==> config.mk <==
export PLATFORM = sky130hd
export DESIGN_NAME = wb4_memtest
export DESIGN_NICKNAME = d
export VERILOG_FILES = /design/src/rtl/wb4_memtest_pkg.sv /design/src/rtl/wb4_memtest_issue.sv /design/src/rtl/wb4_memtest.sv
export SDC_FILE = /design/constraint.sdc
export NUM_CORES = 1
export LEC_CHECK = 0
export CAP_MARGIN = 20
export CORE_AREA = 2 2 173 243
export CTS_CLUSTER_SIZE = 16
export DETAILED_ROUTE_END_ITERATION = 8
export DIE_AREA = 0 0 175 245
export HOLD_SLACK_MARGIN = 0.05
export PLACE_DENSITY_LB_ADDON = 0.2
export SYNTH_ARGS = -nofsm -noshare
export SYNTH_HDL_FRONTEND = slang
export SYNTH_HIERARCHICAL = 1
export SYNTH_SLANG_ARGS = --single-unit
export TNS_END_PERCENT = 5
==> constraint.sdc <==
create_clock -name clk_i -period 7.3 [get_ports clk_i]
set_input_delay 1.825 -clock clk_i [delete_from_list [all_inputs] [get_ports clk_i]]
set_output_delay 1.825 -clock clk_i [all_outputs]
set_load 0.01 [all_outputs]
==> src/rtl/wb4_memtest_pkg.sv <==
// Shared types and helpers for the Wishbone B4 memory tester.
package wb4_memtest_pkg;

    typedef enum logic [1:0] {
        StIdle = 2'd0,
        StWr   = 2'd1,
        StRd   = 2'd2,
        StFin  = 2'd3
    } state_e;

    // Widest supported bus; patterns are computed at this width and truncated.
    localparam int unsigned MaxBits = 128;
    // Outstanding counter width covers MAXOUT up to 255.
    localparam int unsigned OutBits = 8;

    // Test pattern for word index idx: zero-extended index XOR seed.
    function automatic logic [MaxBits-1:0] pattern(input logic [MaxBits-1:0] idx,
                                                   input logic [MaxBits-1:0] seed);
        return idx ^ seed;
    endfunction

endpackage

==> src/rtl/wb4_memtest_issue.sv <==
// Request issue engine: word index, ack index and outstanding-request tracking.
// Cleared at the start of each phase and reused for both write and read passes.
module wb4_memtest_issue
    import wb4_memtest_pkg::*;
#(
    parameter int unsigned CNTBITSZ = 16,
    parameter int unsigned MAXOUT   = 4
) (
    input  logic                clk_i,
    input  logic                rst_i,
    input  logic                clear,
    input  logic                active,
    input  logic [CNTBITSZ-1:0] count,
    input  logic                stall,
    input  logic                ack,
    output logic                stb,
    output logic [CNTBITSZ-1:0] issued,
    output logic [CNTBITSZ-1:0] acked,
    output logic                ack_valid,
    output logic                last_ack
);

    logic [CNTBITSZ-1:0] issued_q, issued_d;
    logic [CNTBITSZ-1:0] acked_q, acked_d;
    logic [OutBits-1:0]  outstanding_q, outstanding_d;
    logic                accept;

    // Strobe/accept decode and counter next-state.
    always_comb begin
        stb       = active && (issued_q < count) && (outstanding_q < OutBits'(MAXOUT));
        accept    = stb && !stall;
        // Acks with nothing in flight (or outside a cycle) are stray and dropped.
        ack_valid = active && ack && (outstanding_q != '0);
        last_ack  = ack_valid && (acked_q == count - CNTBITSZ'(1));

        issued_d      = issued_q;
        acked_d       = acked_q;
        outstanding_d = outstanding_q;
        if (clear) begin
            issued_d      = '0;
            acked_d       = '0;
            outstanding_d = '0;
        end else begin
            if (accept) begin
                issued_d = issued_q + CNTBITSZ'(1);
            end
            if (ack_valid) begin
                acked_d = acked_q + CNTBITSZ'(1);
            end
            case ({accept, ack_valid})
                2'b10:   outstanding_d = outstanding_q + OutBits'(1);
                2'b01:   outstanding_d = outstanding_q - OutBits'(1);
                default: outstanding_d = outstanding_q;
            endcase
        end
    end

    // Counter state registers.
    always_ff @(posedge clk_i or negedge rst_i) begin
        if (!rst_i) begin
            issued_q      <= '0;
            acked_q       <= '0;
            outstanding_q <= '0;
        end else begin
            issued_q      <= issued_d;
            acked_q       <= acked_d;
            outstanding_q <= outstanding_d;
        end
    end

    assign issued = issued_q;
    assign acked  = acked_q;

endmodule

==> src/rtl/wb4_memtest.sv <==
// Wishbone B4 pipelined memory tester: writes count pattern words, reads them
// back in issue order and reports mismatch count and first failing address.
module wb4_memtest
    import wb4_memtest_pkg::*;
#(
    parameter int unsigned ARCHBITSZ = 32,
    parameter int unsigned CNTBITSZ  = 16,
    parameter int unsigned MAXOUT    = 4
) (
    input  logic                   clk_i,
    input  logic                   rst_i,
    input  logic                   start_i,
    input  logic [ARCHBITSZ-1:0]   base_i,
    input  logic [CNTBITSZ-1:0]    count_i,
    input  logic [ARCHBITSZ-1:0]   seed_i,
    output logic                   busy_o,
    output logic                   done_o,
    output logic                   pass_o,
    output logic [CNTBITSZ-1:0]    errcnt_o,
    output logic [ARCHBITSZ-1:0]   firsterr_o,
    output logic                   wb4_cyc_o,
    output logic                   wb4_stb_o,
    output logic                   wb4_we_o,
    output logic [ARCHBITSZ-1:0]   wb4_addr_o,
    output logic [ARCHBITSZ-1:0]   wb4_data_o,
    output logic [ARCHBITSZ/8-1:0] wb4_sel_o,
    input  logic                   wb4_stall_i,
    input  logic                   wb4_ack_i,
    input  logic [ARCHBITSZ-1:0]   wb4_data_i
);

    localparam int unsigned SelBits   = ARCHBITSZ / 8;
    localparam int unsigned AlignBits = $clog2(SelBits);
    localparam logic [ARCHBITSZ-1:0] AlignMask = ~ARCHBITSZ'(SelBits - 1);

    state_e               state_q, state_d;
    logic                 run_q, run_d;
    logic                 clear, start_ok, mismatch;
    logic [ARCHBITSZ-1:0] base_q, seed_q, firsterr_q;
    logic [CNTBITSZ-1:0]  count_q, errcnt_q;
    logic                 pass_q;
    logic                 stb, ack_valid, last_ack;
    logic [CNTBITSZ-1:0]  issued, acked;
    logic [ARCHBITSZ-1:0] wr_addr, rd_addr, wr_pat, rd_pat;

    wb4_memtest_issue #(
        .CNTBITSZ (CNTBITSZ),
        .MAXOUT   (MAXOUT)
    ) u_issue (
        .clk_i     (clk_i),
        .rst_i     (rst_i),
        .clear     (clear),
        .active    (run_q),
        .count     (count_q),
        .stall     (wb4_stall_i),
        .ack       (wb4_ack_i),
        .stb       (stb),
        .issued    (issued),
        .acked     (acked),
        .ack_valid (ack_valid),
        .last_ack  (last_ack)
    );

    // Phase sequencing; run_q is the bus cycle and drops for one cycle between phases.
    always_comb begin
        state_d  = state_q;
        run_d    = run_q;
        clear    = 1'b0;
        start_ok = 1'b0;
        unique case (state_q)
            StIdle: begin
                if (start_i) begin
                    start_ok = 1'b1;
                    clear    = 1'b1;
                    if (count_i == '0) begin
                        state_d = StFin;
                    end else begin
                        state_d = StWr;
                        run_d   = 1'b1;
                    end
                end
            end
            StWr: begin
                if (last_ack) begin
                    state_d = StRd;
                    run_d   = 1'b0;
                end
            end
            StRd: begin
                if (!run_q) begin
                    // Idle gap cycle: rearm the issue engine for the read pass.
                    clear = 1'b1;
                    run_d = 1'b1;
                end else if (last_ack) begin
                    state_d = StFin;
                    run_d   = 1'b0;
                end
            end
            StFin: begin
                state_d = StIdle;
            end
            default: begin
                state_d = StIdle;
                run_d   = 1'b0;
            end
        endcase
    end

    // Addresses, patterns and bus outputs.
    always_comb begin
        wr_addr  = base_q + (ARCHBITSZ'(issued) << AlignBits);
        rd_addr  = base_q + (ARCHBITSZ'(acked) << AlignBits);
        wr_pat   = ARCHBITSZ'(pattern(MaxBits'(issued), MaxBits'(seed_q)));
        rd_pat   = ARCHBITSZ'(pattern(MaxBits'(acked), MaxBits'(seed_q)));
        mismatch = (state_q == StRd) && ack_valid && (wb4_data_i != rd_pat);

        busy_o     = (state_q != StIdle);
        done_o     = (state_q == StFin);
        pass_o     = pass_q;
        errcnt_o   = errcnt_q;
        firsterr_o = firsterr_q;
        wb4_cyc_o  = run_q;
        wb4_stb_o  = stb;
        wb4_we_o   = run_q && (state_q == StWr);
        wb4_sel_o  = run_q ? '1 : '0;
        wb4_addr_o = run_q ? wr_addr : '0;
        wb4_data_o = wb4_we_o ? wr_pat : '0;
    end

    // FSM state and bus-cycle register.
    always_ff @(posedge clk_i or negedge rst_i) begin
        if (!rst_i) begin
            state_q <= StIdle;
            run_q   <= 1'b0;
        end else begin
            state_q <= state_d;
            run_q   <= run_d;
        end
    end

    // Captured test parameters and result registers.
    always_ff @(posedge clk_i or negedge rst_i) begin
        if (!rst_i) begin
            base_q     <= '0;
            count_q    <= '0;
            seed_q     <= '0;
            errcnt_q   <= '0;
            firsterr_q <= '0;
            pass_q     <= 1'b0;
        end else if (start_ok) begin
            base_q     <= base_i & AlignMask;
            count_q    <= count_i;
            seed_q     <= seed_i;
            errcnt_q   <= '0;
            firsterr_q <= '0;
            pass_q     <= 1'b0;
        end else begin
            if (mismatch) begin
                if (errcnt_q != '1) begin
                    errcnt_q <= errcnt_q + CNTBITSZ'(1);
                end
                if (errcnt_q == '0) begin
                    firsterr_q <= rd_addr;
                end
            end
            if (state_q == StFin) begin
                pass_q <= (errcnt_q == '0);
            end
        end
    end

endmodule

[Yosys cells after proc, flatten, opt, wreduce, memory -nomap -nowiden]
Cells that the tools add are included.
Cells by class
  multiplexer cells: 33
  bitwise operators: 2
  reductions and logical operators: 27
  add/subtract/negate cells: 8
  $lt $le $gt $ge: 2
  equality and inequality tests: 13
Operators with widths (count)
  32-bit two-way mux: 5
  16-bit two-way mux: 7
  32-bit by 18-bit adder with 32-bit output: 2
  16-bit by 32-bit XOR with 32-bit output: 2
  16-bit by 1-bit adder with 16-bit output, second input constant: 3
  16-bit logical NOT: 2
  32-bit != test: 1
  16-bit == test: 1
  16-bit less-than comparator: 1
  16-bit != test, second input constant: 1
  8-bit one-hot mux with 2 select lines: 1
  16-bit by 1-bit subtractor with 16-bit output, second input constant: 1
  2-bit nonzero test: 7
  1-bit two-way mux: 10
  2-bit two-way mux: 5
  2-bit != test, second input constant: 5
  1-bit logical AND: 9
  8-bit by 1-bit adder with 8-bit output, second input constant: 1
  8-bit by 3-bit less-than comparator with 1-bit output, second input constant: 1
  8-bit two-way mux: 1
  2-bit one-hot mux with 4 select lines: 1
  4-bit AND reduction: 2
  8-bit nonzero test: 1
  8-bit by 1-bit subtractor with 8-bit output, second input constant: 1
  other kinds (9): 14
Word-level totals
  word-level logic and storage cells: 96
  output and inout port bits: 122
  register bits: 170

[Depth between registers and ports, before layout]
Gate-level depths: netlist (run 1).
  depth after elaboration: 7
  gate-level depth with buffers: 15
  gate-level depth less buffers: 15

[Cells and area by module]
The synthesis (run 1) kept the hierarchy.
Modules (own cells, without submodules)
  wb4_memtest: seq. area each 3203.1 sq um, cells an instance 1018, instances 1, area an instance 8523.2 sq um
  wb4_memtest_issue: seq. area each 1001.0 sq um, cells an instance 368, instances 1, area an instance 3129.3 sq um

[Worst setup path after synthesis (run 1)]
OpenSTA, ideal clock, no wires.
  path type: register to output
  from: register u_issue.issued_q[0], in the netlist u_issue/issued[0]
  to: output wb4_addr_o[20]
  setup slack: 2.778 ns
  arrival: 2.697 ns
  buffers on the path: 0
  cell stages (with the launch flop): 11
  cells stage by stage: dfrtp_1 > ha_1 > inv_1 > fa_1 > nor2b_1 > o21a_1 > o21ai_0 > a2111oi_0 > o2111ai_1 > a21oi_1 > mux2i_1
On the way
  word-level cells in the longest chain between the ends: 2
Ends and longest elaborated chain
  start: declaration: RTL line wb4_memtest_issue.sv:23  | logic [CNTBITSZ-1:0] issued_q, issued_d;
  start signal: assignment: RTL line wb4_memtest_issue.sv:65  | issued_q <= issued_d;
  32-bit by 18-bit adder with 32-bit output: RTL line wb4_memtest.sv:111  | wr_addr = base_q + (ARCHBITSZ'(issued) << AlignBits);
  32-bit two-way mux: RTL line wb4_memtest.sv:126  | wb4_addr_o = run_q ? wr_addr : '0;
  end: declaration: RTL line wb4_memtest.sv:24  | output logic [ARCHBITSZ-1:0] wb4_addr_o,
No other way between the ends.

[Worst setup path after layout (run 1)]
  from: register u_issue.issued_q[0], in the netlist u_issue/issued[0]
  to: output wb4_addr_o[28]
The elaborated chain is that of the path after synthesis.

==> results of run 1 <==
metrics by stage:
stage	power [W]	hold WS, ns
after detailed placement	0.00411	0.505
after global placement	0.00407	0.502
after floorplan	0.00311	0.481
final	0.00499	0.521
after global routing	0.00539	0.553
after CTS	0.00506	0.523
worst register-to-register path: stages, from the launching register on:
cell       delay (ns)
dfrtp_1          0.45
inv_1            0.09
ha_1             0.29
a211oi_1         0.21
nor2_1           0.07
or4b_4           0.56
a2111oi_4        0.61
nor2_1           0.33
ha_1             0.47
nand3_1          0.11
o211ai_1         0.26
o41ai_1          0.12
or2_2            0.27
mux2i_1          0.17
xnor2_1          0.13
nor2_1           0.05
flip-flops by register name, indices dropped and copies added, names as in the netlist:
| name | count |
|---|---|
| count_q | 16 |
| wb4_cyc_o | 1 |
| state_q | 2 |
| base_q | 30 |
| errcnt_o | 16 |
| pass_o | 1 |
| seed_q | 32 |
| u_issue/issued | 16 |
| u_issue/outstanding_q | 8 |
| u_issue/acked | 16 |
| firsterr_o | 30 |
worst max-delay path by stage:
stage,from,end,depth (start not counted)
after global routing,u_issue/issued[0],wb4_addr_o[20],11
after CTS,u_issue/issued[0],wb4_addr_o[20],11
after floorplan,u_issue/issued[0],wb4_addr_o[20],10
final,u_issue/issued[0],wb4_addr_o[28],11
after detailed placement,u_issue/issued[0],wb4_addr_o[20],11
after global placement,u_issue/issued[0],wb4_addr_o[28],11
kinds of logic (layout without fill, tap and decap cells):
logic type / count (synthesis) / count (layout)
buffers and inverters: 116 / 323
adders and majority gates: 66 / 66
muxes: 28 / 28
other: 1 / 5
xor gates and xnor gates: 141 / 141
DFF: 168 / 168
and+or+nand+nor: 643 / 643
AOI/OAI and AO/OA: 223 / 223
per-layer routing:
layer	GRT usage	vias to the layer above
li1	-	5169
met1	0.207	4943
met2	0.321	218
met3	0.0273	60
met4	0.0730	0
met5	0	-
placed cells by master (no fill, tap or decap), types with 4 or more instances in the layout:
cell | synthesis | final
nand2b_1 | 17 | 17
o21a_1 | 12 | 12
or3_1 | 13 | 13
nor4_1 | 22 | 22
clkdlybuf4s50_1 | 0 | 231
nor2b_1 | 5 | 5
a2111oi_0 | 4 | 4
a21o_1 | 10 | 10
a31oi_1 | 4 | 4
inv_1 | 51 | 51
o31ai_1 | 9 | 9
mux2i_1 | 28 | 28
conb_1 | 1 | 4
clkbuf_16 | 0 | 17
xnor2_1 | 90 | 90
o211ai_1 | 12 | 12
o22ai_1 | 5 | 5
a21oi_1 | 74 | 74
xor2_1 | 38 | 38
and3_1 | 28 | 28
dfrtp_1 | 168 | 168
nor2_1 | 116 | 116
buf_4 | 8 | 8
o21bai_1 | 5 | 5
nor3_1 | 36 | 36
nand4_1 | 23 | 23
nand2_1 | 303 | 303
xnor3_1 | 12 | 12
or2_2 | 6 | 6
a211oi_1 | 17 | 17
o21ai_0 | 48 | 48
clkinv_4 | 0 | 4
ha_1 | 63 | 63
and4_1 | 9 | 9
nand3_1 | 34 | 34
final cells by class:
cell class | count | area [um^2]
antenna | 1 | 2.50
clock buffer | 21 | 460
clock inverter | 10 | 121
fill | 4232 | 25800
inverter | 52 | 195
multi-input combinational | 1105 | 6980
sequential | 168 | 4200
tap | 540 | 676
timing repair buffer | 240 | 2380
power by group:
part | switching (W) | internal, W | total, W
clock | 0.000400 | 0.000522 | 0.000922
combinational | 0.00130 | 0.00114 | 0.00244
sequential | 0.000403 | 0.00123 | 0.00164
==> results.txt, run 1 <==
DR WL met2 = 19.9 mm
Post-Place Setup Slack = 1.32 ns
Setup Buffers After CTS = 0
GP Congestion = 0.892
Worst hold stages = 2
Nets = 1767
Post-synth EDFFs = 0
Largest family of logic cells by synthesized area = simple AND/OR/NAND/NOR gates
GR Overflow Total = 0
Clock latency on the worst-skew pair = 0.46 ns
Sink Count = 168
IO Pins = 239
Power Density = 333 nW/um^2
CP required = 5.48 ns
DP Area = 14400 um^2
Worst-path fanout max = 8
Crit path time final = 6.47 ns
Hold buffer count at CTS = 0
Max Freq = 155 MHz
Layout Skew = 0.00982 ns
Final design utilization = 0.368
CTS root buffer = clkbuf_16
Hold path start = firsterr_o[8]
Measured slew at the worst slew-check pin = 1.06 ns
Synth Cell Area = 11700 um^2
Cell family with most CP delay = compound AO/OA/AOI/OAI gates
Top cells by count, synth = 303 x nand2_1, 168 x dfrtp_1, 116 x nor2_1, 90 x xnor2_1, 74 x a21oi_1
Post-synth ARST share = 1.00
R2R depth = 15
Yosys reg bits = 168
Max VDD drop = 161 uV
Crit end category = output pin
CTS clk-pin slew, worst paths = 0.06 ns
WL final = 38.0 mm
Cell accounting for the most synthesized area = dfrtp_1
Outcome = complete, no violations
Via count = 10400
Slowest-stage cell, CP = a2111oi_0
Gr usage total = 0.177
M1 wire length = 15.6 mm
Antenna violations before repair = 1
Worst R2R End = u_issue/outstanding_q[7]
Max cap viols = 0
Share of layout cells above drive strength 1 = 0.0420
Post-Syn Area per Cell = 8.41 um^2
Worst reg-to-reg setup slack = 2.98 ns
PortBufs = 232
Global-route wire length before repair = 58.2 mm
Sum of buffers and inverters on the critical path = 2
Synth top area share = 0.361
Met3 wire len = 1.20 mm
Setup violations, final = 0
Unrepaired setup endpoints after global routing = no
Drt wl/cell = 17.8 um
Slew margin rel. = 0.293
Design Area, Final = 15000 um^2
Top routing layer in use = met4
R2R Path Start = count_q[13]
Clock buffer depth = 2
Post-Layout Cell Count = 2137
Die ar. = 42900 um^2
Post-synthesis mux area share = 0.0241
Synth cell types = 74
Rows = 88
Resized cells post-CTS = 0
DR vias/cell = 4.86
Core Region = 40800 um^2
Worst setup slack after layout = 0.833 ns
Final ANT Viol Nets = 0
Die W = 175 um
Hold Fails Final Rpt = 0
Register area share after synthesis = 0.361
Largest net degree at the start of global routing = 83
Syn. warnings = 6
Vias in the first global route = 10200
Synth Area in Compound Gates = 0.123
Leakage = 6.38 nW
Crit share post-route = 0.886
Layout area overhead = 28.9%
Placed wire-length estimate = 29.7 mm
Hold Path End = firsterr_o[8]
Top cells by area, synth = dfrtp_1 36%, nand2_1 9.8%, ha_1 6.8%
CP Class = reg -> out
Simple-Gate Fraction of Synth Area = 0.256
CP peak stage delay = 0.80 ns
Fin Setup TNS = 0 ns
Startpoint Class = flop
Count leader, synth = nand2_1
Adder-Cell Fraction of Synth Area = 0.0728
Effective utilization at floorplan = 0.285
Die Ht = 245 um
Dominant synthesized flop cell = dfrtp_1
CTS Buf Count = 17
Inst Count DP = 2105
Synth Area in XOR/XNOR = 0.121
Cell Chain, Critical Path = ha_1 -> inv_1 -> fa_1 -> nor2b_1 -> o21a_1 -> o21ai_0 -> a2111oi_0 -> o2111ai_1 -> a21oi_1 -> mux2i_1 -> clkdlybuf4s50_1
Starting DRT DRC Count = 498
Arrival time worst endpoint = 4.64 ns
Post-synthesis cell count = 1386
Fin. max-slew vios = 0
Hold Crit Class = reg -> reg
H-tree depth = 4
DRC = 0
TritonCTS clock tree = built
Detailed-router iteration count before antenna repair = 5
No activity file was read; power rests on OpenSTA's default activity.
==> run 2: changes to the inputs <==
--- a/config.mk
+++ b/config.mk
@@ -5,11 +5,14 @@
 export SDC_FILE = /design/constraint.sdc
 export NUM_CORES = 1
 export LEC_CHECK = 0
+export ABC_AREA = 1
 export CAP_MARGIN = 20
-export CORE_AREA = 2 2 173 243
+export CORE_AREA = 2 2 183 257
 export CTS_CLUSTER_SIZE = 16
 export DETAILED_ROUTE_END_ITERATION = 8
-export DIE_AREA = 0 0 175 245
+export DIE_AREA = 0 0 185 259
+export DONT_BUFFER_PORTS = 1
+export GPL_TIMING_DRIVEN = 0
 export HOLD_SLACK_MARGIN = 0.05
 export PLACE_DENSITY_LB_ADDON = 0.2
 export SYNTH_ARGS = -nofsm -noshare
==> run 2 against run 1 <==
Net effect: core utilization fell by 5.1 points; fmax rose by 19%; sequential power fell by 3%; sequential cell count did not move; non-clock buffer count fell by 180; critical endpoint unchanged.
==> results.txt, run 2 <==
Outcome = complete, no violations
CP required = 5.48 ns
CTS Buf Count = 17
Measured slew at the worst slew-check pin = 1.03 ns
Unrepaired setup endpoints after global routing = no
Top cells by count, synth = 639 x nand2_1, 275 x inv_1, 188 x nor2_1, 168 x dfrtp_1, 132 x nand3_1
Register area share after synthesis = 0.321
Worst R2R End = u_issue/acked[4]
Post-Layout Cell Count = 2651
Gr usage total = 0.214
Most common cell after layout, fill and taps aside = nand2_1
Post-synthesis mux area share = 0
Placed wire-length estimate = 40.9 mm
Vias in the first global route = 12700
Die Ht = 259 um
Total Power Consumption = 0.00481 W
Setup violations, final = 0
R2R depth = 11
Final ANT Viol Nets = 0
Hold Fails Final Rpt = 0
Worst setup slack after layout = 1.88 ns
Via count = 12900
Crit path time final = 5.42 ns
Hold buffer count at CTS = 0
Detailed-router iteration count before antenna repair = 5
Resized cells post-CTS = 0
Die W = 185 um
Hold Crit Class = reg -> reg
Final-layout fill cell count = 5065
Leakage = 7.40 nW
CP Class = reg -> out
Slowest-stage cell, CP = dfrtp_1
Post-synth EDFFs = 0
CP peak stage delay = 0.62 ns
Count leader, synth = nand2_1
GR Overflow Total = 0
Post-synthesis cell count = 1997
Layout area overhead = 10.4%
Setup Buffers After CTS = 0
WL final = 51.3 mm
R2R Path Start = state_q[0]
Synth Area in XOR/XNOR = 0.0455
Global-route wire length before repair = 76.1 mm
Adder-Cell Fraction of Synth Area = 0.0649
Share of layout cells above drive strength 1 = 0.0428
DR vias/cell = 4.88
DRC = 0
Clock buffer depth = 2
Synth top area share = 0.321
Starting DRT DRC Count = 745
Synth cell types = 51
Max Freq = 185 MHz
Sink Count = 168
Largest net degree at the start of global routing = 169
Post-Place Setup Slack = 1.92 ns
Critical path's most frequent cell = nand2_1
Inst Count DP = 2617
Slew margin rel. = 0.305
Crit end category = output pin
Worst setup path endpoint = wb4_addr_o[28]
Top reg by flops = seed_q
Worst-path fanout max = 5
Clock latency on the worst-skew pair = 0.46 ns
Crit share post-route = 0.742
Arrival time worst endpoint = 3.59 ns
Simple-Gate Fraction of Synth Area = 0.365
CTS root buffer = clkbuf_16
Drt wl/cell = 19.3 um
Final hold slack = 0.487 ns
Dominant synthesized flop cell = dfrtp_1
H-tree depth = 4
Worst reg-to-reg setup slack = 2.89 ns
PortBufs = 0
Most frequent cells in the layout = 639 x nand2_1, 275 x inv_1, 188 x nor2_1
Largest family of logic cells by synthesized area = simple AND/OR/NAND/NOR gates
Number of flip-flops in the largest register = 32
Max VDD drop = 187 uV
Effective utilization at floorplan = 0.287
Syn. warnings = 6
Fin Setup TNS = 0 ns
Fin. max-slew vios = 0
Rows = 93
Yosys reg bits = 168
Max cap viols = 0
Die ar. = 47900 um^2
Synth Area in Compound Gates = 0.0992
Core Region = 45600 um^2
Nets = 2202
Top cells by area, synth = dfrtp_1 32%, nand2_1 18%, inv_1 7.9%
CTS clk-pin slew, worst paths = 0.08 ns
Launch point of the worst path = u_issue/issued[0]
Post-synth ARST share = 1.00
Startpoint Class = flop
GP Congestion = 0.922
TritonCTS clock tree = built
Synth Cell Area = 13100 um^2
IO Pins = 239
Post-Syn Area per Cell = 6.55 um^2
Layout Skew = 0.0152 ns
Cell Chain, Critical Path = ha_1 -> inv_1 -> fa_1 -> inv_1 -> nand2_1 -> nand2_1 -> o21ai_1 -> o21ai_0 -> nand2_1 -> nand2_1 -> nand3_1 -> nand2_1 -> nand2_1 -> nand2_1 -> nand2_1 -> nor2_1
Cell accounting for the most synthesized area = dfrtp_1
Power Density = 333 nW/um^2
Antenna violations before repair = 4
## run 2: metrics by stage
stage | utilization | instance area [um^2]
2_1_floorplan | - | 13100
3_3_place_gp | 0.304 | 13900
3_5_place_dp | 0.304 | 13900
4_1_cts | 0.317 | 14400
5_1_grt | 0.317 | 14400
6_report | 0.317 | 14400
## run 2: worst min-delay path by stage
| stage | from | to | slack (ns) | depth (start not counted) |
|---|---|---|---|---|
| 5_1_grt | count_q[3] | count_q[3] | 0.56 | 2 |
| 3_5_place_dp | count_q[3] | count_q[3] | 0.47 | 2 |
| 4_1_cts | count_q[3] | count_q[3] | 0.49 | 2 |
| 2_1_floorplan | count_q[3] | count_q[3] | 0.45 | 2 |
| 3_3_place_gp | count_q[3] | count_q[3] | 0.48 | 2 |
| 6_report | count_q[3] | count_q[3] | 0.49 | 2 |
## run 2: layer usage
metal	GRT usage	wire [um]	vias to the layer above
met3	0.0424	2710	102
met5	0	22	-
met4	0.125	2940	4
met2	0.380	25700	364
li1	-	-	6436
met1	0.236	19900	6027
## run 2: critical path: cells and delay by family, from the launching register on
family | cells | cell delay (ns)
AOI/OAI and AO/OA | 2 | 0.57
adders and majority gates | 2 | 0.58
buffers and inverters | 2 | 0.15
DFF | 1 | 0.62
and+or+nand+nor | 10 | 1.19
## run 2: final cells by class
| class | count | area [um^2] | area share |
|---|---|---|---|
| Clock inverter | 14 | 138 | 0.00953 |
| Sequential cell | 168 | 4200 | 0.291 |
| Antenna cell | 2 | 5.00 | 0.000346 |
| Clock buffer | 18 | 439 | 0.0304 |
| Tap cell | 617 | 772 | 0.0534 |
| Inverter | 285 | 1070 | 0.0741 |
| Multi-Input combinational cell | 1487 | 7540 | 0.522 |
| Buffer | 60 | 282 | 0.0195 |
## run 2: where the power goes
part	internal (W)	switching (W)
Sequential	0.00123	0.000366
Clock	0.000488	0.000445
Combinational	0.000706	0.00158
## run 2: logic make-up (layout without fill, tap and decap cells)
group,after synthesis,in the layout
fa+ha+maj,66,66
other cells,1,6
simple gates,1108,1108
flops,168,168
xor+xnor,68,68
compound gates,241,241
buf+inv,345,377
